==> src/rtl/conversor_e3_seq.sv <==
// conversor_e3_seq: packed BCD to Excess-3 word converter, one shared digit converter, LSD first; define CONV_E3_CHECK_EN to flag and saturate digits above 9
module conversor_e3_digit (
  input  logic [3:0] bcd,
`ifdef CONV_E3_CHECK_EN
  output logic       bad,
`endif
  output logic [3:0] e3
);
`ifdef CONV_E3_CHECK_EN
  assign bad = bcd > 4'd9;
  assign e3  = bad ? 4'hF : bcd + 4'd3;
`else
  assign e3  = bcd + 4'd3;
`endif
endmodule

module conversor_e3_seq #(
  parameter int DIGITS = 4,
  parameter int DW     = 4 * DIGITS
) (
  input  logic                                     clk,
  input  logic                                     rst,
  input  logic                                     start,
  input  logic [DW-1:0]                            din,
  output logic                                     busy,
  output logic                                     done,
  output logic [DW-1:0]                            dout,
  output logic                                     err,
  output logic [(DIGITS > 1 ? $clog2(DIGITS) : 1)-1:0] idx
);
  localparam int IW = DIGITS > 1 ? $clog2(DIGITS) : 1;
  typedef enum logic [1:0] {IDLE, CONV, DONE} state_t;
  state_t state;
  logic [DW-1:0] src, acc, acc_nxt;
  logic [3:0] e3;
  logic last;
`ifdef CONV_E3_CHECK_EN
  logic bad, pend;
  conversor_e3_digit u_digit (.bcd(src[3:0]), .bad(bad), .e3(e3));
`else
  conversor_e3_digit u_digit (.bcd(src[3:0]), .e3(e3));
  assign err = 1'b0;
`endif
  assign last = idx == IW'(DIGITS - 1);
  always_comb begin
    acc_nxt = acc;
    acc_nxt[4*idx +: 4] = e3;
  end
  always_ff @(posedge clk) begin
    if (rst) begin
      state <= IDLE;
      busy  <= 1'b0;
      done  <= 1'b0;
      dout  <= '0;
      idx   <= '0;
      src   <= '0;
      acc   <= '0;
`ifdef CONV_E3_CHECK_EN
      err   <= 1'b0;
      pend  <= 1'b0;
`endif
    end else begin
      case (state)
        IDLE: if (start) begin
          src   <= din;
          acc   <= '0;
          idx   <= '0;
          busy  <= 1'b1;
          state <= CONV;
`ifdef CONV_E3_CHECK_EN
          pend  <= 1'b0;
`endif
        end
        CONV: begin
          src <= src >> 4;
          acc <= acc_nxt;
`ifdef CONV_E3_CHECK_EN
          pend <= pend | bad;
`endif
          if (last) begin
            dout  <= acc_nxt;
            done  <= 1'b1;
            idx   <= '0;
            state <= DONE;
`ifdef CONV_E3_CHECK_EN
            err   <= pend | bad;
`endif
          end else begin
            idx <= idx + IW'(1);
          end
        end
        DONE: begin
          done  <= 1'b0;
          busy  <= 1'b0;
          state <= IDLE;
        end
        default: state <= IDLE;
      endcase
    end
  end
endmodule

==> config.mk <==
export PLATFORM = sky130hd
export DESIGN_NAME = conversor_e3_seq
export DESIGN_NICKNAME = d
export VERILOG_FILES = /design/src/rtl/conversor_e3_seq.sv
export SDC_FILE = /design/constraint.sdc
export NUM_CORES = 1
export LEC_CHECK = 0
export BUFFER_PORTS_ARGS = -buffer_cell sky130_fd_sc_hd__buf_2
export CAP_MARGIN = 20
export CORE_UTILIZATION = 45
export DETAILED_ROUTE_END_ITERATION = 7
export HOLD_SLACK_MARGIN = 0.08
export PLACE_DENSITY = 0.68
export SLEW_MARGIN = 20
export SYNTH_ARGS = -nofsm -noshare
export SYNTH_HDL_FRONTEND = slang
export SYNTH_SLANG_ARGS = --single-unit
==> constraint.sdc <==
create_clock -name clk -period 4.9 [get_ports clk]
set_input_delay 0.49 -clock clk [delete_from_list [all_inputs] [get_ports clk]]
set_output_delay 0.49 -clock clk [all_outputs]
set_load 0.1 [all_outputs]
==> results of run 1 <==
==> where the power goes <==
group	leakage [nW]	internal [mW]	total [mW]	switching (mW)
registers	0.440	0.454	0.468	0.0133
logic	0.693	0.0421	0.119	0.0771
clock network	0.0563	0.156	0.308	0.153
total	1.19	0.652	0.895	0.243
==> sequential cells by signal, summed over array words and instances (netlist names) <==
register and count:
dout 16, acc 16, src 16, done 1
idx 2, state 2, busy 1
==> through the flow <==
stage                     util, %  instances
after floorplan                 -        247
after global placement       50.0        338
after detailed placement     50.0        338
after CTS                    52.3        346
after global routing         52.5        346
final                        52.5        346
==> logic make-up after synthesis <==
| kind of cell | Yosys count |
|---|---|
| XOR/XNOR | 3 |
| AO/OA/AOI/OAI | 77 |
| other | 1 |
| adder cells (fa/ha/maj) | 7 |
| flip-flops | 54 |
| AND/OR/NAND/NOR | 59 |
| buffers and inverters | 30 |
| multiplexers | 16 |
==> worst max-delay path: stages, from the launching register on <==
cell and delay [ps]:
dfxtp_1 660, nand2b_1 630, nor3_1 670, a22o_1 250
==> placed cells by master (no fill, tap or decap), types with 2 or more instances in the layout <==
cell	instances
a21oi_1	7
a221oi_1	12
a22o_2	3
xnor2_1	2
inv_1	12
nor2b_1	5
mux2i_1	12
nor3_1	7
nor2_1	36
nor4bb_2	2
o21ai_0	17
dfxtp_1	54
ha_1	7
a22oi_1	4
mux2_2	4
nor3b_1	2
clkbuf_8	5
buf_2	38
a22o_1	9
a211oi_1	16
a32o_1	4
==> final timing paths <==
path	from	to	slack [ps]	cells after the start
max	state[0]	acc[4]	2640	3
min reg2reg	acc[3]	acc[3]	470	1
max reg2reg	state[0]	acc[4]	2640	3
min	din[15]	src[15]	410	3
==> layout make-up <==
type / count / area, um2 / area share [%]
multi-input cells: 163 / 1150 / 43.0
flip-flops and latches: 54 / 1080 / 40.3
repair buffers: 39 / 198 / 7.37
well taps: 70 / 87.6 / 3.26
clock buffers: 5 / 68.8 / 2.56
clock inverters: 3 / 48.8 / 1.82
inverters: 12 / 45.0 / 1.68
==> routing by layer <==
layer,GRT usage (%),vias to the layer above
li1,-,958
met1,25.9,880
met2,30.3,44
met3,4.42,4
met4,7.34,0
met5,0,-
==> summary.md, run 1 <==
| Metric | Value |
|---|---|
| Avg Cell Area, Syn | 9.64 um2 |
| Crit end category | flip-flop |
| H-tree Lvls | 2 |
| Num CTS Buffers | 5 |
| Commonest cells post-synth | 54 x dfxtp_1, 36 x nor2_1, 17 x o21ai_0 |
| First-pass GRT wire length | 8070 um |
| Clock tree buffer depth | 2 |
| Area leader, netlist | dfxtp_1 |
| Post-CTS Resized | 0 |
| Vias | 1886 |
| Max-slew headroom | 38.6% |
| Pwr Total | 0.895 mW |
| Sequential area share after synthesis | 45.4% |
| Final Slew Violations | 0 |
| Clock-pin slew on the worst setup and hold paths | 100 ps |
| RSZ-0062 raised after global routing | no |
| Post-synthesis compound-gate area fraction | 23.9% |
| Hold_buf cts | 0 |
| Iter 0 DRT Violations | 88 |
| Cell Pwr Density | 334 mW/mm2 |
| Post-synth top area share | 45.4% |
| Main combinational cell family by area after synthesis | compound AO/OA/AOI/OAI gates |
| Dpl hpwl | 3410 um |
| Adder-cell share of the synthesized area | 3.68% |
| Die Ht | 74.8 um |
| Dpl cell area | 0.00255 mm2 |
| Post-synth top flop | dfxtp_1 |
| Overflow left after global routing | 0 |
| Multiplexer share of the synthesized area | 6.93% |
| Drt via density | 5.45 |
| Leak pwr | 1.19 nW |
| FFs w/ async S/R, synth | 0% |
| Antenna diodes | 0 |
| Hold_ws | 410 ps |
| Setup crit start kind | flip-flop |
| Ports | 40 |
| DRC | 0 |
| Final hold vios | 0 |
| Mapped Area | 0.00238 mm2 |
| CP arrival | 2510 ps |
| Worst-path fanout max | 17 |
| Clk_lat worst skew | 310 ps |
| Post-CTS Setup Inserts | 0 |
| Num rows | 26 |
| Total Routing Usage GR | 19.3% |
| Area Growth Syn to Fin | 12.7% |
| Initial core utilization | 46.6% |
| Final Setup Violations | 0 |
| DRT Pass-1 Iters | 4 |
| Post-route ant nets | 0 |
| CTS tree | done |
| Simple-gate share of the synthesized area | 12.1% |
| Peak Freq | 0.442 GHz |
| Largest net degree at the start of global routing | 31 |
| Ranking of synthesized cells by area | dfxtp_1 45%, nor2_1 5.7%, mux2i_1 5.0% |
| Root Driver | clkbuf_8 |
| Final net count | 301 |
| Fill count | 512 |
| Pre-CTS WS | 2400 ps |
| Final min period | 2260 ps |
| M1 WL | 2380 um |
| WL/cell | 14.4 um |
| Max cap viols | 0 |
| Yosys warnings | 0 |
| RePlAce Congestion | 0.794 |
| Syn nets | 273 |
| Fin crit share | 46.1% |
| Clock Skew | 3.68 ps |
| WL final | 4990 um |
| Slew of the pin with the lowest slew margin | 922 ps |
| #FFs+latches synth | 54 |
| Fin area | 0.00268 mm2 |
| Setup TNS | 0 ps |
| Share of cells above drive strength 1 | 21.0% |
| Synth cell types | 39 |
| Final setup margin | 2640 ps |
| Critical Path RT | 5150 ps |
| Worst Path Class, Setup | flip-flop to flip-flop |
| Sink count of the clock tree | 54 |
| Highest Signal Layer | met4 |
| Cells after Synth | 247 |
| Placeable Area | 0.00511 mm2 |
| Initial antenna violation count | 0 |
| Vias in the first global route | 1699 |
| Die Wd | 74.8 um |
| Met2 routed wirelength | 2370 um |
| Status | complete, no violations |
| Hold crit path type | input pin to flip-flop |
| Max VDD drop | 0.170 mV |
| Met3 wire length | 198 um |
| Post-Synth XOR/XNOR Area | 1.10% |
| Die footprint | 0.00559 mm2 |
| Number of enable flip-flop cells after synthesis | 0 |
| IO Port Bufs | 38 |
| Count leader, synth | dfxtp_1 |
Note: power is estimated with default switching activity, not from simulation.
==> run 2, diff against run 1 <==
--- a/config.mk
+++ b/config.mk
@@ -10,7 +10,7 @@
 export CORE_UTILIZATION = 45
 export DETAILED_ROUTE_END_ITERATION = 7
 export HOLD_SLACK_MARGIN = 0.08
-export PLACE_DENSITY = 0.68
+export PLACE_DENSITY = 0.71
 export SLEW_MARGIN = 20
 export SYNTH_ARGS = -nofsm -noshare
 export SYNTH_HDL_FRONTEND = slang
==> constraint.sdc (replaced) <==
create_clock -name clk -period 1.83 [get_ports clk]
set_input_delay 0.183 -clock clk [delete_from_list [all_inputs] [get_ports clk]]
set_output_delay 0.183 -clock clk [all_outputs]
set_load 0.1 [all_outputs]
==> summary.md, run 2 (same netlist as run 1, synthesis figures left out) <==
| Metric | Value |
|---|---|
| Status | complete, no violations |
| Final Setup Violations | 0 (unchanged) |
| Multi-input combinational cell area | 0.00115 mm2 (-0.54%) |
| Cells along the critical path | inv_1 -> ha_1 -> nor4bb_1 -> buf_4 -> nor3_1 -> a211oi_1 |
| Final net count | 316 (+5.0%) |
| Pre-CTS WS | 162 ps (-2240 ps) |
| Ports | 40 (unchanged) |
| RePlAce Congestion | 0.825 (+3.9%) |
| IO Port Bufs | 38 (unchanged) |
| Worst reg2reg endpoint | dout[11] |
| FF/Latch Area | 0.00109 mm2 (+0.69%) |
| Cell Pwr Density | 850 mW/mm2 (+150%) |
| Clock tree buffer depth | 2 (unchanged) |
| Slowest-stage cell, CP | dfxtp_4 |
| Clk_lat worst skew | 320 ps (about the same) |
| Drt via density | 5.40 (-1.0%) |
| Final Slew Violations | 0 (unchanged) |
| Leak pwr | 1.27 nW (+6.6%) |
| Total Routing Usage GR | 20.7% (+1.4 points) |
| Final hold vios | 0 (unchanged) |
| Hold_ws | 102 ps (-307 ps) |
| Dpl hpwl | 3590 um (+5.3%) |
| RSZ-0062 raised after global routing | no |
| Largest net degree at the start of global routing | 25 (-19%) |
| Peak Freq | 0.579 GHz (+31%) |
| Start point of the worst hold path | din[12] |
| Overflow left after global routing | 0 (unchanged) |
| Non-Filler Instances | 361 (+4.3%) |
| Top Registers | acc (16), dout (16), src (16) |
| Worst-path fanout max | 11 (-6) |
| Antenna diodes | 0 (unchanged) |
| Hold crit path type | input pin to flip-flop |
| Clock-pin slew on the worst setup and hold paths | 100 ps (about the same) |
| Max-slew headroom | 65.1% (+27 points) |
| R2r setup slk | 100 ps (-2540 ps) |
| DRT Pass-1 Iters | 4 (unchanged) |
| WL final | 5340 um (+6.9%) |
| Post-route ant nets | 0 (unchanged) |
| H-tree Lvls | 2 (unchanged) |
| Placed Instances | 352 (+4.1%) |
| Max VDD drop | 0.421 mV (+150%) |
| Fill count | 485 (-5.3%) |
| Iter 0 DRT Violations | 124 (+41%) |
| Critical Path RT | 2060 ps (-3090 ps) |
| Slew of the pin with the lowest slew margin | 522 ps (-399 ps) |
| First-pass GRT wire length | 8530 um (+5.6%) |
| Initial core utilization | 46.6% (unchanged) |
| Crit end category | flip-flop |
| Sink count of the clock tree | 54 (unchanged) |
| Most frequent cells in the layout | 52 x dfxtp_1, 38 x buf_2, 36 x nor2_1, 17 x o21ai_0, 16 x a211oi_1 |
| Worst Path Class, Setup | flip-flop to flip-flop |
| Setup crit start kind | flip-flop |
| Critical path buffer and inverter count | 2 (+2) |
| DRC | 0 (unchanged) |
| Worst path depth | 6 (+3) |
| Max cap viols | 0 (unchanged) |
| Area Growth Syn to Fin | 18.1% |
| Root Driver | clkbuf_8 |
| Setup TNS | 0 ps (unchanged) |
| CP arrival | 1960 ps (-550 ps) |
| Final setup margin | 103 ps (-2540 ps) |
| Slowest stage delay, CP | 420 ps (-250 ps) |
| Die footprint | 0.00559 mm2 (unchanged) |
| Leading cell type in the layout, fill and taps excluded | dfxtp_1 |
| Hold_buf cts | 0 (unchanged) |
| Final min period | 1730 ps (-533 ps) |
| Clock Skew | 12.4 ps (+8.75 ps) |
| Num rows | 26 (unchanged) |
| Reg-to-reg startpoint | idx[0] |
| Num CTS Buffers | 5 (unchanged) |
| Hold path cells | 3 (unchanged) |
| Cell family with most CP delay | flip-flops |
| Vias in the first global route | 1772 (+4.3%) |
| Placeable Area | 0.00511 mm2 (unchanged) |
| CP endpoint | dout[11] |
| CTS tree | done |
| WL/cell | 14.8 um (+2.5%) |
| Vias | 1948 (+3.3%) |
| Initial antenna violation count | 0 (unchanged) |
| Fin crit share | 94.4% (+48 points) |
| Share of cells above drive strength 1 | 25.4% (+4.4 points) |
| Worst Reg-to-Reg Cells | 6 (+3) |
| Die Ht | 74.8 um (unchanged) |
| Crit. Startpoint | idx[0] |
| Die Wd | 74.8 um (unchanged) |
==> run 2: cell count changes in the layout (fill, tap and decap cells not counted), sizes merged <==
cell      before  now
buf           39   54
bufinv         1    0
clkbuf         5    6
clkinvlp       1    2
inv           13   12
==> run 2: cell type report <==
type | instances | area share (%)
Multi-Input combinational cell | 163 | 40.8
Tap cell | 70 | 3.11
Inverter | 12 | 1.60
Sequential cell | 54 | 38.7
Timing Repair Buffer | 54 | 11.9
Clock buffer | 6 | 3.33
Clock inverter | 2 | 0.534
==> run 2: worst reg2reg max path, cell delays in order (launching register included) <==
cell,delay (ps)
dfxtp_4,420
inv_1,100
ha_1,380
nor4bb_1,300
buf_4,200
nor3_1,50
a211oi_1,200
==> run 2: what timing repair did <==
action	in CTS	in global routing
setup buffers	0	1
endpoints found under the setup margin	0	1
resized for setup	0	1
==> run 2: where the power goes <==
| group | total (mW) | internal, mW | switching (mW) |
|---|---|---|---|
| clock network | 0.757 | 0.352 | 0.405 |
| registers | 1.25 | 1.22 | 0.0343 |
| logic | 0.383 | 0.159 | 0.225 |
==> run 2: how the worst min path moves through the flow <==
stage               endpoint
finish               src[12]
global route         src[13]
CTS                  src[15]
detailed placement   src[13]
global placement     src[15]
floorplan            src[12]
==> run 2: per-stage QoR <==
stage | total power, mW | util [%] | cell area [um2]
floorplan | 1.53 | - | 2390
global placement | 1.62 | 52.4 | 2680
detailed placement | 1.63 | 52.4 | 2680
CTS | 2.39 | 54.6 | 2790
global route | 2.49 | 55.1 | 2810
finish | 2.39 | 55.1 | 2810
==> run 2: metal layers <==
metal	up-vias	GRT usage [%]	routed length (um)
li1	995	-	-
met1	894	26.7	2520
met2	55	34.2	2520
met3	4	4.55	250
met4	0	7.55	48
met5	-	0	0
==> run 3, diff against run 2 <==
--- a/config.mk
+++ b/config.mk
@@ -10,8 +10,8 @@
 export CORE_UTILIZATION = 45
 export DETAILED_ROUTE_END_ITERATION = 7
 export HOLD_SLACK_MARGIN = 0.08
-export PLACE_DENSITY = 0.71
-export SLEW_MARGIN = 20
+export PLACE_DENSITY = 0.78
 export SYNTH_ARGS = -nofsm -noshare
 export SYNTH_HDL_FRONTEND = slang
+export SYNTH_HIERARCHICAL = 1
 export SYNTH_SLANG_ARGS = --single-unit
==> summary.md, run 3 <==
| Metric | Value |
|---|---|
| Status | complete, no violations |
| Post-route ant nets | 0 (unchanged) |
| Synth cell types | 45 (+15%) |
| Area leader, netlist | dfxtp_1 |
| Leading cell type in the layout, fill and taps excluded | dfxtp_1 |
| GRT busiest layer | met2 |
| CP arrival | 1900 ps (-60 ps) |
| Cell Pwr Density | 835 mW/mm2 (-1.7%) |
| Sink count of the clock tree | 54 (unchanged) |
| Seq pwr share | 51.5% (-0.8 points) |
| WL/cell | 14.2 um (-3.8%) |
| Crit end category | flip-flop |
| Overflow left after global routing | 0 (unchanged) |
| Clock tree buffer depth | 2 (unchanged) |
| Dpl hpwl | 3560 um (-0.76%) |
| Total Routing Usage GR | 18.5% (-2.2 points) |
| DRT Pass-1 Iters | 5 (+1) |
| Final setup margin | 174 ps (+70.7 ps) |
| Largest net degree at the start of global routing | 25 (unchanged) |
| GR met2 Demand/Resource | 29.6% (-4.7 points) |
| Share of cells above drive strength 1 | 31.6% (+6.1 points) |
| Final Setup Violations | 0 (unchanged) |
| Hold_buf cts | 0 (unchanged) |
| Vias | 1973 (+1.3%) |
| H-tree Lvls | 2 (unchanged) |
| Pre-CTS WS | 224 ps (+62.0 ps) |
| Yosys warnings | 6 (+6) |
| Pint | 1.74 mW (+0.77%) |
| Leak pwr | 1.22 nW (-3.7%) |
| Placeable Area | 0.00551 mm2 (+7.8%) |
| Clk_lat worst skew | 320 ps (about the same) |
| IO Port Bufs | 38 (unchanged) |
| Vias in the first global route | 1879 (+6.0%) |
| Area Growth Syn to Fin | 13.1% |
| Critical Path RT | 2080 ps (+20 ps) |
| Sequential area share after synthesis | 42.0% (-3.3 points) |
| R2r setup slk | 170 ps (+70 ps) |
| Root Driver | clkbuf_8 |
| Met3 Usage GRT | 4.94% (+0.39 points) |
| Iter 0 DRT Violations | 82 (-34%) |
| Initial antenna violation count | 0 (unchanged) |
| Avg Cell Area, Syn | 10.2 um2 (+5.4%) |
| Clock-pin slew on the worst setup and hold paths | 100 ps (about the same) |
| Met1 GRT Util | 23.6% (-3.1 points) |
| Post-synth top flop | dfxtp_1 |
| Switching power share of the total | 28.4% (+0.62 points) |
| Final min period | 1660 ps (-70.7 ps) |
| Number of enable flip-flop cells after synthesis | 0 (unchanged) |
| Die footprint | 0.00602 mm2 (+7.7%) |
| WL final | 5080 um (-4.8%) |
| Num rows | 27 (+3.8%) |
| Cells after Synth | 253 (+2.4%) |
| CTS tree | done |
| Initial core utilization | 46.7% (+0.050 points) |
| Post-CTS Resized | 0 (unchanged) |
| Cells along the critical path | inv_1 -> ha_4 -> nor4b_4 -> nand2_1 -> o2bb2ai_1 |
| Slowest stage delay, CP | 430 ps (about the same) |
| DRC | 0 (unchanged) |
| FFs w/ async S/R, synth | 0% (unchanged) |
| Top Registers | acc (16), dout (16), src (16) |
| Worst Path Class, Setup | flip-flop to flip-flop |
| Max VDD drop | 0.494 mV (+17%) |
| Final Slew Violations | 0 (unchanged) |
| Mapped Area | 0.00257 mm2 (+7.9%) |
| Combinational share of power | 16.7% (+0.7 points) |
| Slowest-stage cell, CP | dfxtp_4 |
| Drt via density | 5.53 (+2.4%) |
| P_sw | 0.690 mW (+3.9%) |
| Setup crit start kind | flip-flop |
| Final hold vios | 0 (unchanged) |
| Most frequent cells in the layout | 52 x dfxtp_1, 38 x buf_2, 23 x nor2_1, 17 x o21ai_0, 12 x mux2i_1 |
| Count leader, synth | dfxtp_1 |
| Ranking of synthesized cells by area | dfxtp_1 42%, mux2i_1 4.7%, a211oi_2 3.9% |
| Num CTS Buffers | 5 (unchanged) |
| RSZ-0062 raised after global routing | no |
| Max cap viols | 0 (unchanged) |
| Antenna diodes | 0 (unchanged) |
| Ports | 40 (unchanged) |
| Commonest cells post-synth | 54 x dfxtp_1, 23 x nor2_1, 17 x o21ai_0 |
| Hold crit path type | input pin to flip-flop |
| #FFs+latches synth | 54 (unchanged) |
| Peak Freq | 0.604 GHz (+4.3%) |
| First-pass GRT wire length | 8760 um (+2.7%) |
| Worst-path fanout max | 12 (+1) |
| Die Wd | 77.6 um (+3.8%) |
| Syn nets | 279 (+2.2%) |
| Clock Skew | 6.89 ps (-5.53 ps) |
| Setup TNS | 0 ps (unchanged) |
| RePlAce Congestion | 0.790 (-4.3%) |
| Clock group share of total power | 31.7% (about the same) |
| Final net count | 310 (-1.9%) |
| Post-CTS Setup Inserts | 0 (unchanged) |
| Post-synth top area share | 42.0% (-3.3 points) |
| Die Ht | 77.6 um (+3.8%) |
| Fin crit share | 90.5% (-3.9 points) |
==> run 3: changes by cell type in the layout (fill, tap and decap cells not counted), sizes merged, moves of 4 or more <==
| cell | change |
|---|---|
| a31oi | +4 |
| a211oi | -4 |
| a21oi | +8 |
| nor3 | -6 |
| a32o | +6 |
| a22o | -10 |
| o2bb2ai | +4 |
| buf | -7 |
| nor2 | -5 |
| nand2 | +5 |
==> run 3: through the flow <==
step                util [%]  std cells  cell area [um2]  total power [mW]  hold WS (ps)
floorplan                  -        253             2590              1.59           331
global placement        50.8        349             2800              1.67           423
detailed placement      50.8        349             2800              1.68           438
CTS                     52.8        357             2910              2.45           122
global route            52.8        357             2910              2.54           121
finish                  52.8        357             2910              2.43           116
==> run 3: layout make-up <==
cell class	instances	area, um2
Inverter	11	41.3
Tap cell	72	90.1
Clock inverter	2	18.8
Clock buffer	6	93.8
Multi-Input combinational cell	165	1310
Timing Repair Buffer	47	270
Fill cell	506	2600
Sequential cell	54	1090
==> run 3: cells by family (layout without fill, tap and decap cells) <==
family,count (synthesis),in the layout,synth area share [%]
AND/OR/NAND/NOR,55,55,13.4
other,1,1,0.146
multiplexers,16,16,6.86
XOR/XNOR,2,2,0.681
adder cells (fa/ha/maj),7,7,3.41
buffers and inverters,34,66,7.64
flip-flops,54,54,42.0
AO/OA/AOI/OAI,84,84,25.8
==> run 3: power groups by stage <==
stage                     clock network, mW  logic (mW)  registers (mW)
after floorplan                           0       0.288            1.30
after global placement                    0       0.396            1.28
after detailed placement                  0       0.405            1.28
after CTS                             0.786       0.407            1.25
after global routing                  0.840       0.440            1.26
final                                 0.771       0.406            1.25
==> run 3: path summary, 6_finish.rpt <==
kind	from	end	cells after the start
max reg2reg	idx[0]	acc[8]	5
min	din[13]	src[13]	3
min reg2reg	acc[10]	acc[10]	1
max	idx[0]	acc[8]	5
==> run 3: layer usage <==
layer  up-vias  part of all wire [%]
li1        989                     -
met1       917                    47
met2        60                    45
met3         7                   6.6
met4         0                   1.1
met5         -                     0
==> run 3: critical path, delay by kind of cell, from the launching register on <==
family / cells / cell delay (ps)
simple gates: 2 / 550
flops: 1 / 430
fa+ha+maj: 1 / 320
compound gates: 1 / 180
buf+inv: 1 / 110
